### src/rtl/evt_count_arbiter.sv
// evt_count_arbiter: round-robin arbiter sequencing a shared event-counting engine
//   clk, rst     clock and asynchronous active-high reset
//   req          per-requester job request (level, held for the whole job)
//   x_in         per-requester event input; only the granted bit is counted
//   gnt          registered one-hot grant
//   busy         FSM not in IDLE
//   step         event count of the active job
//   done, abort  one-cycle completion / abort pulses
//   done_id      channel of the finished or aborted job, valid with done|abort
module evt_count_arbiter #(
  parameter int N_REQ   = 4,
  parameter int TERM    = 3,
  parameter int TIMEOUT = 15,
  localparam int IW = $clog2(N_REQ),
  localparam int SW = $clog2(TERM + 1),
  localparam int TW = $clog2(TIMEOUT + 1)
) (
  input  logic             clk,
  input  logic             rst,
  input  logic [N_REQ-1:0] req,
  input  logic [N_REQ-1:0] x_in,
  output logic [N_REQ-1:0] gnt,
  output logic             busy,
  output logic [SW-1:0]    step,
  output logic             done,
  output logic             abort,
  output logic [IW-1:0]    done_id
);
  localparam logic [1:0] IDLE = 2'd0;
  localparam logic [1:0] RUN  = 2'd1;
  localparam logic [1:0] DONE = 2'd2;
  logic [1:0]       state, state_n;
  logic [IW-1:0]    id, id_n, ptr, ptr_n, win, did_n;
  logic [TW-1:0]    timer, timer_n, t_inc;
  logic [SW-1:0]    step_n, s_inc;
  logic [N_REQ-1:0] gnt_n;
  logic             done_n, abort_n;
  // Descending scan so the nearest set bit after the pointer is assigned last.
  always_comb begin
    win = ptr;
    for (int i = N_REQ; i >= 1; i--)
      if (req[(int'(ptr) + i) % N_REQ]) win = IW'((int'(ptr) + i) % N_REQ);
  end
  assign t_inc = (timer == '1) ? timer : timer + 1'b1;
  assign s_inc = (step == SW'(TERM)) ? step : step + 1'b1;
  always_comb begin
    state_n = state;
    gnt_n   = gnt;
    step_n  = step;
    timer_n = timer;
    id_n    = id;
    ptr_n   = ptr;
    did_n   = done_id;
    done_n  = 1'b0;
    abort_n = 1'b0;
    case (state)
      IDLE: if (|req) begin
        state_n = RUN;
        gnt_n   = N_REQ'(1) << win;
        id_n    = win;
        ptr_n   = win;
        step_n  = '0;
        timer_n = '0;
      end
      RUN: begin
        if (!req[id] || (!x_in[id] && t_inc >= TW'(TIMEOUT))) begin
          state_n = IDLE;
          abort_n = 1'b1;
          did_n   = id;
          gnt_n   = '0;
          step_n  = '0;
          timer_n = '0;
        end else if (x_in[id]) begin
          step_n  = s_inc;
          timer_n = '0;
          if (s_inc == SW'(TERM)) begin
            state_n = DONE;
            done_n  = 1'b1;
            did_n   = id;
          end
        end else
          timer_n = t_inc;
      end
      default: begin
        state_n = IDLE;
        gnt_n   = '0;
        step_n  = '0;
      end
    endcase
  end
  always_ff @(posedge clk or posedge rst)
    if (rst) begin
      state   <= IDLE;
      gnt     <= '0;
      busy    <= 1'b0;
      step    <= '0;
      done    <= 1'b0;
      abort   <= 1'b0;
      done_id <= '0;
      id      <= '0;
      ptr     <= IW'(N_REQ - 1);
      timer   <= '0;
    end else begin
      state   <= state_n;
      gnt     <= gnt_n;
      busy    <= state_n != IDLE;
      step    <= step_n;
      done    <= done_n;
      abort   <= abort_n;
      done_id <= did_n;
      id      <= id_n;
      ptr     <= ptr_n;
      timer   <= timer_n;
    end
endmodule

### config.mk
export PLATFORM = sky130hd
export DESIGN_NAME = evt_count_arbiter
export DESIGN_NICKNAME = d
export VERILOG_FILES = /design/src/rtl/evt_count_arbiter.sv
export SDC_FILE = /design/constraint.sdc
export NUM_CORES = 1
export LEC_CHECK = 0
export BUFFER_PORTS_ARGS = -buffer_cell sky130_fd_sc_hd__buf_2
export CELL_PAD_IN_SITES_DETAIL_PLACEMENT = 0
export CELL_PAD_IN_SITES_GLOBAL_PLACEMENT = 1
export CORE_MARGIN = 2
export CORE_UTILIZATION = 43
export CTS_BUF_LIST = sky130_fd_sc_hd__clkbuf_2 sky130_fd_sc_hd__clkbuf_4 sky130_fd_sc_hd__clkbuf_8
export DETAILED_ROUTE_END_ITERATION = 16
export PLACE_DENSITY_LB_ADDON = 0.05
export SYNTH_ARGS = -nofsm -noshare
export SYNTH_HDL_FRONTEND = slang
export SYNTH_SLANG_ARGS = --single-unit
export TNS_END_PERCENT = 10
### constraint.sdc
create_clock -name clk -period 2.5 [get_ports clk]
set_clock_uncertainty 0.2 [all_clocks]
set_input_delay 0.5 -clock clk [delete_from_list [all_inputs] [get_ports clk]]
set_output_delay 0.5 -clock clk [all_outputs]
set_load 0.01 [all_outputs]
==> impl_metrics.env, run 1 <==
export IMPL_status="complete, no violations"
export IMPL_grt_max_degree=22
export IMPL_max_stage_delay_ps=450
export IMPL_hold_viol_final=0
export IMPL_routedWlPerCell_um=13.68
export IMPL_globalplace_congestion=0.7150
export IMPL_numClockSinks=21
export IMPL_diodes=0
export IMPL_area_delta_synth_final_pct=14.93
export IMPL_cp_end_kind="flip-flop"
export IMPL_ys_ff_latch=21
export IMPL_hpwl_um=1659
export IMPL_grt_pass1_vias=785
export IMPL_cts_path_max_buffers=2
export IMPL_syn_inst=104
export IMPL_fp_dieW_um=54.14
export IMPL_drt_pass1_iter_count=4
export IMPL_fp_row_count=18
export IMPL_synthMuxAreaShare=0.07523
export IMPL_finalWirelength_um=2147
export IMPL_path_cells="ha_1, and4_1, a22oi_1, o21ai_2, o21ai_2, mux2_2"
export IMPL_multiInputGateArea_um2=530.5
export IMPL_first_iter_violations=12
export IMPL_regArea_um2=528.0
export IMPL_hold_path_class="input pin to asynchronous set/reset pin"
export IMPL_timing_fmax_ghz=0.4512
export IMPL_fin_crit_sh=0.8866
export IMPL_vias_per_cell=5.592
export IMPL_avgSynthCellArea_um2=10.39
export IMPL_cts_resized=0
export IMPL_yosys_cell_types_count=40
export IMPL_report_final_slew_viol_count=0
export IMPL_cts_root_buf="clkbuf_4"
export IMPL_power_density_mw_per_mm2=1062
export IMPL_vias=878
export IMPL_synth_xor_area_frac=0.008102
export IMPL_grt_overflow=0
export IMPL_crit_required_ps=2510
export IMPL_initial_core_util=0.4444
export IMPL_cp_common_cell="o21ai_2"
export IMPL_dieArea_mm2=0.002931
export IMPL_cp_start_kind="flip-flop"
export IMPL_yosysSeqAreaShare=0.4884
export IMPL_final_common_cell="buf_2"
export IMPL_drtAntennaViolNets=0
export IMPL_max_slew_margin=0.4842
export IMPL_cts_tree="yes"
export IMPL_io_pins=21
export IMPL_antenna_found_initial=0
export IMPL_yosys_warnings=0
export IMPL_fp_dieH_um=54.14
export IMPL_fp_coreArea_mm2=0.002432
export IMPL_cts_buffers=3
export IMPL_finalNonFillerCells=157
export IMPL_max_cap_viol_count=0
export IMPL_drive_gt1_frac=0.2992
export IMPL_cp_top_family="compound AO/OA/AOI/OAI gates"
export IMPL_cp_num_buf_inv=0
export IMPL_synth_compound_area_share=0.1910
export IMPL_layout_nets=139
export IMPL_portBuffers=20
export IMPL_clkLatencyLatePin_ps=310
export IMPL_critPathKind="flip-flop to flip-flop"
export IMPL_worst_ep_arrival_time_ps=2220
export IMPL_postCtsSetupBuffers=0
export IMPL_yosys_area_share_simple=0.2049
export IMPL_drc=0
export IMPL_hold_buffers=0
export IMPL_placedCellCount=153
export IMPL_cpMaxStageDelayCell="dfrtp_1"
export IMPL_tightest_slew_ps=772.9
export IMPL_p_leak_nw=0.6020
export IMPL_finalSetupViolCount=0
export IMPL_min_period_ps=2216
export IMPL_rsz0062_at_grt="false"
export IMPL_track_usage=0.1693
export IMPL_cp_max_fo=6
export IMPL_synth_top_family_by_area="simple AND/OR/NAND/NOR gates"
export IMPL_synth_fa_ha_area_frac=0.01157
export IMPL_ir_drop_uv=484.2
export IMPL_dp_slack_ps=247.9
export IMPL_clk_pin_slew_worst_paths_ps=120
export IMPL_grt_pass1_wl_um=3498
export IMPL_tns_ps=0
export IMPL_final_cell_mix="buf_2, dfrtp_1, nand2_1"
export IMPL_fillCellCount=232
export IMPL_syn_area_mm2=0.001081
export IMPL_h_tree_depth=1
export IMPL_syn_num_nets=115
export IMPL_setup_slack_ps=283.5
==> through the flow <==
step	cell area, µm²	hold slack, ps	utilization	total power [W]
5_1_grt	1242	168.6	0.5108	0.001431
3_5_place_dp	1215	273.6	0.4995	0.001168
3_3_place_gp	1215	260.0	0.4995	0.001157
6_report	1242	107.6	0.5108	0.001319
4_1_cts	1242	129.4	0.5108	0.001334
2_1_floorplan	1081	275.0	-	0.0009962
==> worst register-to-register path, stage by stage, from the launching register on <==
cell	delay, ps
dfrtp_1	450
ha_1	300
and4_1	240
a22oi_1	310
o21ai_2	100
o21ai_2	170
mux2_2	340
==> cells by family (layout without fill, tap and decap cells) <==
logic type | Yosys count | count (layout)
AOI/OAI and AO/OA | 30 | 30
xor gates and xnor gates | 1 | 1
adders and majority gates | 1 | 1
buffers and inverters | 6 | 29
DFF | 21 | 21
muxes | 5 | 5
and+or+nand+nor | 40 | 40
==> worst paths after layout <==
path	cells after the start	startpoint	endpoint	slack (ps)
setup / recovery	6	timer[0]	done_id[1]	280
hold / removal	2	rst	step[0]	110
max in group asynchronous	2	rst	gnt[1]	1510
setup reg to reg	6	timer[0]	done_id[1]	280
min in group clk	1	gnt[3]	gnt[3]	290
hold reg to reg	1	gnt[3]	gnt[3]	290
==> routing by layer <==
layer,GRT usage,part of all wire
met5,0,0
met4,0.07500,0.016
met3,0.03611,0.047
met2,0.2470,0.43
met1,0.2399,0.51
==> final cells by class <==
cell class | instances | share of cell area
inverters | 5 | 0.01511
well taps | 30 | 0.03021
clock inverters | 1 | 0.004028
flip-flops and latches | 21 | 0.4250
clock buffers | 3 | 0.01813
multi-input cells | 77 | 0.4270
repair buffers | 20 | 0.08056
==> Yosys cell counts, drive strengths merged <==
cell type   n  area (µm²)
a21o        1       7.510
o211ai      1       12.51
clkbuf      1       3.750
nand2b      3       18.77
o2bb2ai     2       17.52
o31ai       2       15.01
o31a        1       10.01
mux2        2       22.52
a221oi      1       8.760
nor3        3       26.28
and2        4       27.53
nand3       3       15.01
a22o        2       17.52
and3b       1       8.760
o21ai       5       32.53
dfrtp      19       475.5
or4         1       7.510
a31o        1       8.760
nand2      13       51.30
inv         5       18.77
a31oi       3       18.77
mux2i       1       10.01
a21oi      10       50.05
mux4        2       48.80
nor4        1       6.260
and2b       3       25.03
dfstp       2       52.55
nor2        7       26.28
a22oi       1       7.510
ha          1       12.51
xor2        1       8.760
and4        1       8.760
==> where the power goes <==
group / switching (W) / leakage (nW) / internal, W
Clock: 0.000105 / 0.0177 / 0.0000597
Combinational: 0.000333 / 0.318 / 0.000255
Sequential: 0.0000951 / 0.266 / 0.000471
==> flip-flops by register name, summed over array words and instances (netlist names) <==
register / flops
id: 2
gnt: 4
ptr: 2
step: 2
done_id: 2
timer: 4
done: 1
state: 2
busy: 1
abort: 1
(Power assumes the default switching activity.)
==> run 2: changes to the inputs <==
Settings changed: CORE_UTILIZATION 43 to 41, CTS_BUF_LIST sky130_fd_sc_hd__clkbuf_2 sky130_fd_sc_hd__clkbuf_4 sky130_fd_sc_hd__clkbuf_8 to unset, SKIP_CTS_REPAIR_TIMING set to 1.
==> run 2 against run 1 <==
  * Via count shrank 1.4%
  * Total power shrank 0.51%
  * Sequential share of layout area is essentially flat
  * Routed wire length shrank 1.3%
  * Critical endpoint unchanged
  * Largest cell class unchanged
  * Highest routed layer unchanged
==> impl_metrics.env, run 2 (synthesized netlist as in run 1, its figures left out) <==
export IMPL_layout_nets=139
export IMPL_h_tree_depth=1
export IMPL_intPower_w=0.0007882
export IMPL_cts_path_max_buffers=2
export IMPL_r2r_start="timer[0]"
export IMPL_diodes=0
export IMPL_routedWlPerCell_um=13.50
export IMPL_final_common_cell="buf_2"
export IMPL_top_regs="gnt (4), timer (4)"
export IMPL_first_iter_violations=10
export IMPL_max_slew_margin=0.4847
export IMPL_finalNonFillerCells=157
export IMPL_crit_required_ps=2480
export IMPL_dieArea_mm2=0.003064
export IMPL_drc=0
export IMPL_cts_root_buf="clkbuf_4"
export IMPL_clkLatencyLatePin_ps=290
export IMPL_grt_pass1_vias=821
export IMPL_comb_power_share=0.449
export IMPL_cp_end_kind="flip-flop"
export IMPL_drtAntennaViolNets=0
export IMPL_fp_dieW_um=55.35
export IMPL_track_usage=0.1450
export IMPL_tightest_slew_ps=772.1
export IMPL_rr_worst_depth=6
export IMPL_fillCellCount=252
export IMPL_initial_core_util=0.4364
export IMPL_pwr_share_clk=0.119
export IMPL_numClockSinks=21
export IMPL_grt_max_degree=22
export IMPL_cts_tree="yes"
export IMPL_p_total_w=0.001313
export IMPL_clk_pin_slew_worst_paths_ps=110
export IMPL_antenna_found_initial=0
export IMPL_r2r_end="done_id[1]"
export IMPL_finalSetupViolCount=0
export IMPL_p_switching_w=0.0005245
export IMPL_io_pins=21
export IMPL_globalplace_congestion=0.7729
export IMPL_max_cap_viol_count=0
export IMPL_fp_coreArea_mm2=0.002477
export IMPL_cp_start_kind="flip-flop"
export IMPL_power_density_mw_per_mm2=1058
export IMPL_fin_crit_sh=0.8778
export IMPL_final_cell_mix="buf_2, dfrtp_1, nand2_1"
export IMPL_status="complete, no violations"
export IMPL_swShare=0.3996
export IMPL_grt_pass1_wl_um=3629
export IMPL_hold_path_class="input pin to asynchronous set/reset pin"
export IMPL_tns_ps=0
export IMPL_report_final_slew_viol_count=0
export IMPL_rsz0062_at_grt="false"
export IMPL_cts_buffers=3
export IMPL_grt_overflow=0
export IMPL_drive_gt1_frac=0.2913
export IMPL_hpwl_um=1658
export IMPL_crit_start="timer[0]"
export IMPL_drt_pass1_iter_count=6
export IMPL_critPathKind="flip-flop to flip-flop"
export IMPL_fp_row_count=18
export IMPL_cp_max_fo=6
export IMPL_min_period_ps=2194
export IMPL_r2r_setup_slack_ps=310
export IMPL_timing_fmax_ghz=0.4557
export IMPL_finalWirelength_um=2119
export IMPL_ir_drop_uv=558.8
export IMPL_worst_ep_arrival_time_ps=2180
export IMPL_sequentialPowerShare=0.432
export IMPL_area_delta_synth_final_pct=14.81
export IMPL_hold_viol_final=0
export IMPL_p_leak_nw=0.5992
export IMPL_placedCellCount=153
export IMPL_portBuffers=20
export IMPL_vias_per_cell=5.516
export IMPL_fp_dieH_um=55.35
export IMPL_vias=866
-- run 2: how the worst max path moves through the flow --
| stage | endpoint | slack [ps] | cells past startpoint |
|---|---|---|---|
| after detailed placement | done_id[1] | 260 | 5 |
| after global placement | done_id[1] | 280 | 5 |
| after CTS | done_id[1] | 300 | 6 |
| final | done_id[1] | 310 | 6 |
| after floorplan | done_id[1] | 440 | 4 |
| after global routing | done_id[0] | 200 | 6 |
-- run 2: final cells by class --
| class | instances | area, µm² | share of cell area |
|---|---|---|---|
| inverters | 5 | 18.77 | 0.01512 |
| multi-input cells | 77 | 530.5 | 0.4274 |
| clock buffers | 4 | 26.28 | 0.02117 |
| repair buffers | 20 | 100.1 | 0.08065 |
| flip-flops and latches | 21 | 528.0 | 0.4254 |
| well taps | 30 | 37.54 | 0.03024 |
-- run 2: through the flow --
stage / util / setup slack [ps] / hold slack (ps) / area [µm²]
final: 0.5010 / 305.5 / 123.6 / 1241
after global routing: 0.5010 / 198.5 / 200.1 / 1241
after CTS: 0.5010 / 304.5 / 162.5 / 1241
after detailed placement: 0.4904 / 263.3 / 260.4 / 1215
after global placement: 0.4904 / 284.4 / 259.0 / 1215
after floorplan: - / 436.5 / 275.0 / 1081
-- run 2: worst max-delay path: stages, from the launching register on --
cell,delay (ps)
dfrtp_1,450
ha_1,300
and4_1,240
a22oi_1,290
o21ai_2,100
o21ai_2,170
mux2_2,340
-- run 2: per-layer routing --
metal | GRT usage | share of wire
met2 | 0.2109 | 0.43
met5 | 0 | 0
met1 | 0.2093 | 0.52
met3 | 0.04215 | 0.043
met4 | 0.04181 | 0.0071
-- run 2: power by group through the flow --
stage	clock network (W)	logic, W	registers (W)
after global placement	0	0.000587	0.000570
after global routing	0.000177	0.000660	0.000585
after CTS	0.000163	0.000596	0.000569
after detailed placement	0	0.000592	0.000575
final	0.000156	0.000589	0.000567
after floorplan	0	0.000421	0.000575
